[src/rtl/shift_ctrl.sv]
// shift_ctrl: round-robin front end for a shared combinational SHIFT32.
// Logical shifts use one shifter pass; rotates OR two complementary passes.
module shift_ctrl #(
    parameter int DATA_WIDTH = 32,
    parameter bit FIRST_GNT  = 1'b0
) (
    input  logic                  CLK,
    input  logic                  RST,
    input  logic                  REQ0,
    input  logic [1:0]            OP0,
    input  logic [DATA_WIDTH-1:0] D0,
    input  logic [DATA_WIDTH-1:0] AMT0,
    input  logic                  REQ1,
    input  logic [1:0]            OP1,
    input  logic [DATA_WIDTH-1:0] D1,
    input  logic [DATA_WIDTH-1:0] AMT1,
    output logic                  GNT0,
    output logic                  GNT1,
    output logic                  DONE0,
    output logic                  DONE1,
    output logic [DATA_WIDTH-1:0] RESULT,
    output logic                  BUSY,
    output logic [DATA_WIDTH-1:0] SH_D,
    output logic [DATA_WIDTH-1:0] SH_AMT,
    output logic                  SH_LNR,
    input  logic [DATA_WIDTH-1:0] SH_Y
);

    typedef enum logic [1:0] {
        S_IDLE  = 2'd0,
        S_PASS1 = 2'd1,
        S_PASS2 = 2'd2,
        S_DONE  = 2'd3
    } state_t;

    state_t                  r_state;
    state_t                  w_next;
    logic [1:0]              r_op;
    logic [DATA_WIDTH-1:0]   r_d;
    logic [DATA_WIDTH-1:0]   r_amt;
    logic                    r_owner;
    logic                    r_last;
    logic [DATA_WIDTH-1:0]   r_acc;
    logic [DATA_WIDTH-1:0]   r_result;

    logic                    w_idle;
    logic                    w_gnt0;
    logic                    w_gnt1;
    logic                    w_is_rot;
    logic [4:0]              w_rot_amt;
    logic [5:0]              w_rot_comp;

    assign w_idle     = (r_state == S_IDLE);
    assign w_is_rot   = r_op[1];
    assign w_rot_amt  = r_amt[4:0];
    assign w_rot_comp = 6'd32 - {1'b0, w_rot_amt};

    // r_last names the requester served most recently; the other wins ties
    assign w_gnt0 = w_idle && RST && REQ0 && (!REQ1 || r_last);
    assign w_gnt1 = w_idle && RST && REQ1 && (!REQ0 || !r_last);

    always_ff @(posedge CLK) begin
        if (!RST) begin
            r_state <= S_IDLE;
        end else begin
            r_state <= w_next;
        end
    end

    always_comb begin
        w_next = r_state;
        unique case (r_state)
            S_IDLE: begin
                if (w_gnt0 || w_gnt1) begin
                    w_next = S_PASS1;
                end
            end
            S_PASS1: begin
                if (w_is_rot && (w_rot_amt != 5'd0)) begin
                    w_next = S_PASS2;
                end else begin
                    w_next = S_DONE;
                end
            end
            S_PASS2: w_next = S_DONE;
            S_DONE:  w_next = S_IDLE;
            default: w_next = S_IDLE;
        endcase
    end

    always_ff @(posedge CLK) begin
        if (!RST) begin
            r_op     <= 2'b00;
            r_d      <= '0;
            r_amt    <= '0;
            r_owner  <= 1'b0;
            r_last   <= ~FIRST_GNT;
            r_acc    <= '0;
            r_result <= '0;
        end else begin
            if (w_gnt0 || w_gnt1) begin
                r_op    <= w_gnt1 ? OP1  : OP0;
                r_d     <= w_gnt1 ? D1   : D0;
                r_amt   <= w_gnt1 ? AMT1 : AMT0;
                r_owner <= w_gnt1;
                r_last  <= w_gnt1;
            end
            case (r_state)
                S_PASS1: r_acc    <= SH_Y;
                S_PASS2: r_acc    <= r_acc | SH_Y;
                S_DONE:  r_result <= r_acc;
                default: ;
            endcase
        end
    end

    always_comb begin
        SH_D   = '0;
        SH_AMT = '0;
        SH_LNR = 1'b0;
        unique case (r_state)
            S_PASS1: begin
                SH_D   = r_d;
                SH_LNR = r_op[0];
                if (w_is_rot) begin
                    SH_AMT = {{(DATA_WIDTH-5){1'b0}}, w_rot_amt};
                end else begin
                    SH_AMT = r_amt;
                end
            end
            S_PASS2: begin
                SH_D   = r_d;
                SH_LNR = ~r_op[0];
                SH_AMT = {{(DATA_WIDTH-6){1'b0}}, w_rot_comp};
            end
            default: ;
        endcase
    end

    // accumulator bypass makes RESULT valid in the same cycle as DONEx
    assign RESULT = (r_state == S_DONE) ? r_acc : r_result;
    assign DONE0  = (r_state == S_DONE) && !r_owner;
    assign DONE1  = (r_state == S_DONE) && r_owner;
    assign GNT0   = w_gnt0;
    assign GNT1   = w_gnt1;
    assign BUSY   = !w_idle;

endmodule

[config.mk]
export PLATFORM = sky130hd
export DESIGN_NAME = shift_ctrl
export DESIGN_NICKNAME = d
export VERILOG_FILES = /design/src/rtl/shift_ctrl.sv
export SDC_FILE = /design/constraint.sdc
export NUM_CORES = 1
export LEC_CHECK = 0
export ABC_AREA = 1
export BUFFER_PORTS_ARGS = -buffer_cell sky130_fd_sc_hd__buf_2
export CAP_MARGIN = 20
export CORE_ASPECT_RATIO = 1.75
export CORE_UTILIZATION = 40
export DETAILED_ROUTE_END_ITERATION = 7
export PLACE_DENSITY = 0.64
export SYNTH_ARGS = -nofsm -noshare
export SYNTH_HDL_FRONTEND = slang
export SYNTH_SLANG_ARGS = --single-unit
[constraint.sdc]
create_clock -name CLK -period 2.2 [get_ports CLK]
set_input_delay 0.33 -clock CLK [delete_from_list [all_inputs] [get_ports CLK]]
set_output_delay 0.33 -clock CLK [all_outputs]
set_load 0.01 [all_outputs]
* Word level (Yosys, flattened, before mapping) *
Cells that the tools add are included.

word-level totals
  register bits after elaboration = 134
  bits of input ports = 168
  word-level logic and storage cells = 47

operators by class
  add/sub/neg operators = 1
  equal/unequal tests = 4
  multiplexer cells = 12
  bitwise logic cells = 2
  reduce and logical (&&, ||, !) cells = 20

operator list
  operator               number
  $mux W32               5
  $pmux W32 S2           2
  $or A32 B32 Y32        1
  $logic_and A1 B1 Y1    8
  $pmux W2 S4            1
  $sub A6 B5 Y6 const A  1
  $logic_not A1 Y1       5
  $reduce_bool A5 Y1     1
  $eq A2 B2 Y1 const B   2
  $mux W2                2
  $logic_or A1 B1 Y1     3
  $eq A2 B1 Y1 const B   1
  $logic_not A2 Y1       1
  $ne A2 B1 Y1 const B   1
  $pmux W1 S2            1
  $reduce_bool A2 Y1     1
  $reduce_or A2 Y1       1
  $mux W1                1
  $not A1 Y1             1

* Longest topological paths before layout *
  depth after elaboration = 7
  gate-level depth with buffers = 11
  depth with buffers taken out = 11

* Least setup slack after synthesis *
OpenSTA, ideal clock, no wires.

  path type = reg2out
  from = register r_state[1]
  to = output SH_AMT[10]
  data arrival time = 1.506 ns
  data required time = 1.870 ns
  slack = 0.364 ns
  cell stages (with the launch flop) = 8
  path through = dfxtp_1 inv_1 ha_1 inv_1 nor2_1 clkinv_1 clkbuf_1 nor3_1

on the way
  cells in the longest elaborated chain, start to end = 2
  elaborated cells on any way between the ends = 3
  classes of those cells = eq/ne (2); mux (1)

RTL lines
  item                                          line  RTL
  from (decl)                                   36    state_t r_state;
  from (signal assigned)                        66    r_state <= w_next;
  $eq A2 B2 Y1 or $eq A2 B1 Y1 (tied branches)  121   unique case (r_state)
  $pmux W32 S2 *                                121
  to (decl)                                     24    output logic [DATA_WIDTH-1:0] SH_AMT,

Every way passes the cells marked *; elsewhere a longest branch is shown, timed or not.

* Final worst setup path *
  from = register r_state[1]
  to = output GNT1

on the way
  cells in the longest elaborated chain, start to end = 4

RTL lines
  item                               line  RTL
  $logic_not A2 Y1                   53    assign w_idle = (r_state == S_IDLE);
  $logic_and A1 B1 Y1 (3 in series)  60    assign w_gnt1 = w_idle && RST && REQ1 && (!REQ0 || !r_last);
  to (decl)                          18    output logic GNT1,

Every way passes these cells.

==> flow_metrics.py <==
metrics = {
    "outcome": {
        "status": "completed",
    },
    "power_and_ir_drop": {
        "p_comb_frac": 0.406,
        "power.net_switching_w": 0.00417,
        "power.density_nw_per_um2": 1120,
        "swShare": 0.392,
        "p_leak_nw": 5.86,
        "ir_drop_mv": 0.692,
        "internal_power_w": 0.00647,
        "p_clk_frac": 0.279,
        "seqPwrFrac": 0.315,
    },
    "timing": {
        "fin_crit_ns": 2.12,
        "max_freq_mhz": 471,
        "setup_viol": 0,
        "hold_viol_final": 0,
        "slew_headroom": 0.563,
        "tns_ns": 0,
        "rsz0062_at_grt": "true",
        "fin_ws_ns": 0.0787,
        "finClkSkew_ns": 0.0103,
        "worstMarginPinSlew_ns": 0.655,
        "post-route-period-util": 0.964,
        "finalMaxSlewViolations": 0,
        "worst_hold_slack_ns": 0.163,
    },
    "drt": {
        "wl_met1_microns": 8610,
        "wl_met3_microns": 1240,
        "via_per_inst": 4.74,
        "drt_iter0_drc": 273,
        "wire_per_inst_microns": 13.5,
        "vias": 7804,
        "firstDrtPassIters": 5,
        "ant_nets": 0,
        "wl_microns": 22200,
        "drc": 0,
        "route.met2.wl_microns": 11600,
        "highest_layer": "met4",
    },
    "setup_path": {
        "cp_data_required_time_ns": 1.87,
        "cp.arrival_ns": 1.79,
        "end_kind": "output pin",
        "startpoint_type": "flop",
        "worstSetupPathType": "reg2out",
        "cp_max_fo": 5,
        "reg2regPathDepth": 11,
    },
    "logic_synthesis": {
        "synth_edf_count": 0,
        "synth-async-reset-ratio": 0,
        "ys.warnings.count": 0,
        "netlist_top_cells_area": "dfxtp_1 38%, nand2_1 22%, nand3_1 12%",
        "synth_common_cells": "414 x nand2_1, 207 x inv_1, 169 x nand3_1, 134 x dfxtp_1, 70 x a21oi_1",
        "synth_area_sq_um": 7140,
        "yosysUniqueCellTypes": 21,
        "syn_nets": 1337,
        "syn-instance-count": 1162,
        "syn_area_per_cell_sq_um": 6.15,
        "yosysTopAreaCell": "dfxtp_1",
        "ys_seq_area_frac": 0.376,
        "synth_top_area_share": 0.376,
        "post-synth-top-count-cell": "nand2_1",
        "ys_seq_elements": 134,
        "ys.flop_type": "dfxtp_1",
    },
    "cts": {
        "clk_path_buf_depth": 2,
        "cts.hold.buffers_added": 0,
        "cts_tree": "yes",
        "clock-root-buffer": "clkbuf_16",
        "htreeDepth": 4,
        "tritoncts.num_buffers": 17,
        "clk_pin_slew_worst_paths_ns": 0.06,
        "cts_sinks": 134,
        "clock_latency_ns": 0.42,
    },
    "global_routing": {
        "grt_pass1_wl_microns": 33900,
        "first_global_vias": 7316,
        "gr-total-overflow": 0,
        "grt_start_max_net_pins": 70,
        "grtUsageTotal": 0.238,
        "antenna_found_initial": 0,
    },
    "floorplanning": {
        "fp.dieH_microns": 179,
        "io_pins": 270,
        "core_area_sq_um": 17500,
        "initial_core_util": 0.409,
        "die_area_sq_um": 18400,
        "fp-row-count": 64,
        "die_x_microns": 103,
    },
    "placed_design": {
        "dpl.hpwl_microns": 15000,
        "gp_congestion": 0.839,
        "port_buffers": 269,
        "dpl_cell_area_sq_um": 8730,
        "post-place-ws_ns": 0.320,
    },
    "worst_hold_path": {
        "hold_path_class": "in2reg",
        "hold_depth": 3,
    },
    "finish": {
        "stdcell_area_sq_um": 9530,
        "final_util": 0.546,
        "drive_above_1_share": 0.254,
        "fillers": 1892,
        "nNetsFinal": 1578,
        "area_growth_pct": 33.5,
    },
    "run": {
        "maxCapViolations": 0,
    },
}
[placed cells by master, fill, tap and decap left out, drive strengths merged]
cell | synthesis | layout
nand2 | 415 | 415
ha | 7 | 7
o21ai | 4 | 4
nand3b | 35 | 35
buf | 46 | 298
a21oi | 70 | 70
diode | 0 | 1
dfxtp | 134 | 134
a211oi | 1 | 1
nand4 | 1 | 1
nor3 | 26 | 26
clkinvlp | 0 | 2
bufinv | 0 | 3
nor2 | 12 | 12
inv | 208 | 213
nand3 | 170 | 170
clkbuf | 32 | 20
clkinv | 1 | 4
[sequential cells by signal, indices dropped and copies added, names as in the netlist]
register,flops
r_state,2
r_last,1
r_d,32
r_result,32
r_acc,32
r_amt,32
r_owner,1
r_op,2
[layer usage]
metal | vias to the layer above | track usage
met1 | 3489 | 0.239
met5 | - | 0
met4 | 0 | 0.112
met3 | 48 | 0.0530
met2 | 245 | 0.451
li1 | 4022 | -
[cell families (layout without fill, tap and decap cells)]
kind of cell,count (synthesis),in the layout,share of synthesized area
and+or+nand+nor,659,659,0.401
buffers and inverters,287,540,0.158
DFF,134,134,0.376
AOI/OAI and AO/OA,75,75,0.0529
adders and majority gates,7,7,0.0123
other,0,1,0
[final cells by class]
class,instances,area [sq um],share of cell area
Tap cell,231,289,0.0303
Antenna cell,1,2.50,0.000263
Clock buffer,18,439,0.0461
Multi-Input combinational cell,741,3450,0.362
Timing Repair Buffer,300,1700,0.179
Sequential cell,134,2690,0.282
Clock inverter,13,171,0.0180
Inverter,209,787,0.0826
[final timing paths]
path	end	start	slack, ns
worst min register to register	r_acc[12]	r_acc[12]	0.46
worst min-delay path	r_acc[28]	SH_Y[28]	0.16
worst max-delay path	GNT1	r_state[1]	0.08
worst max register to register	r_amt[31]	r_state[1]	0.39
[critical path: stages (launching register included)]
cell and delay (ns):
dfxtp_4 0.37, inv_2 0.09, ha_4 0.19, nand2_1 0.10
nor2_4 0.18, nand2_4 0.11, buf_12 0.16, inv_1 0.04
buf_2 0.13
[stage by stage]
stage	total power (W)	cells
2_1_floorplan	0.00613	1162
3_3_place_gp	0.00747	1610
3_5_place_dp	0.00753	1610
4_1_cts	0.0106	1641
5_1_grt	0.0115	1646
6_report	0.0106	1647
[power by group through the flow]
stage	Combinational, W	Clock, W	Sequential (W)
after CTS	0.00422	0.00303	0.00333
after floorplan	0.00282	0	0.00331
final	0.00432	0.00297	0.00335
after global routing	0.00491	0.00312	0.00343
after global placement	0.00412	0	0.00336
after detailed placement	0.00415	0	0.00338
[what timing repair did]
item	4_1_cts	5_1_grt
buffers inserted	0	3
gates resized for setup	6	24
endpoints found under the setup margin	37	34
pin swaps	0	3
cloned	0	2
hold endpoints to repair	0	0
(Power assumes the default switching activity.)
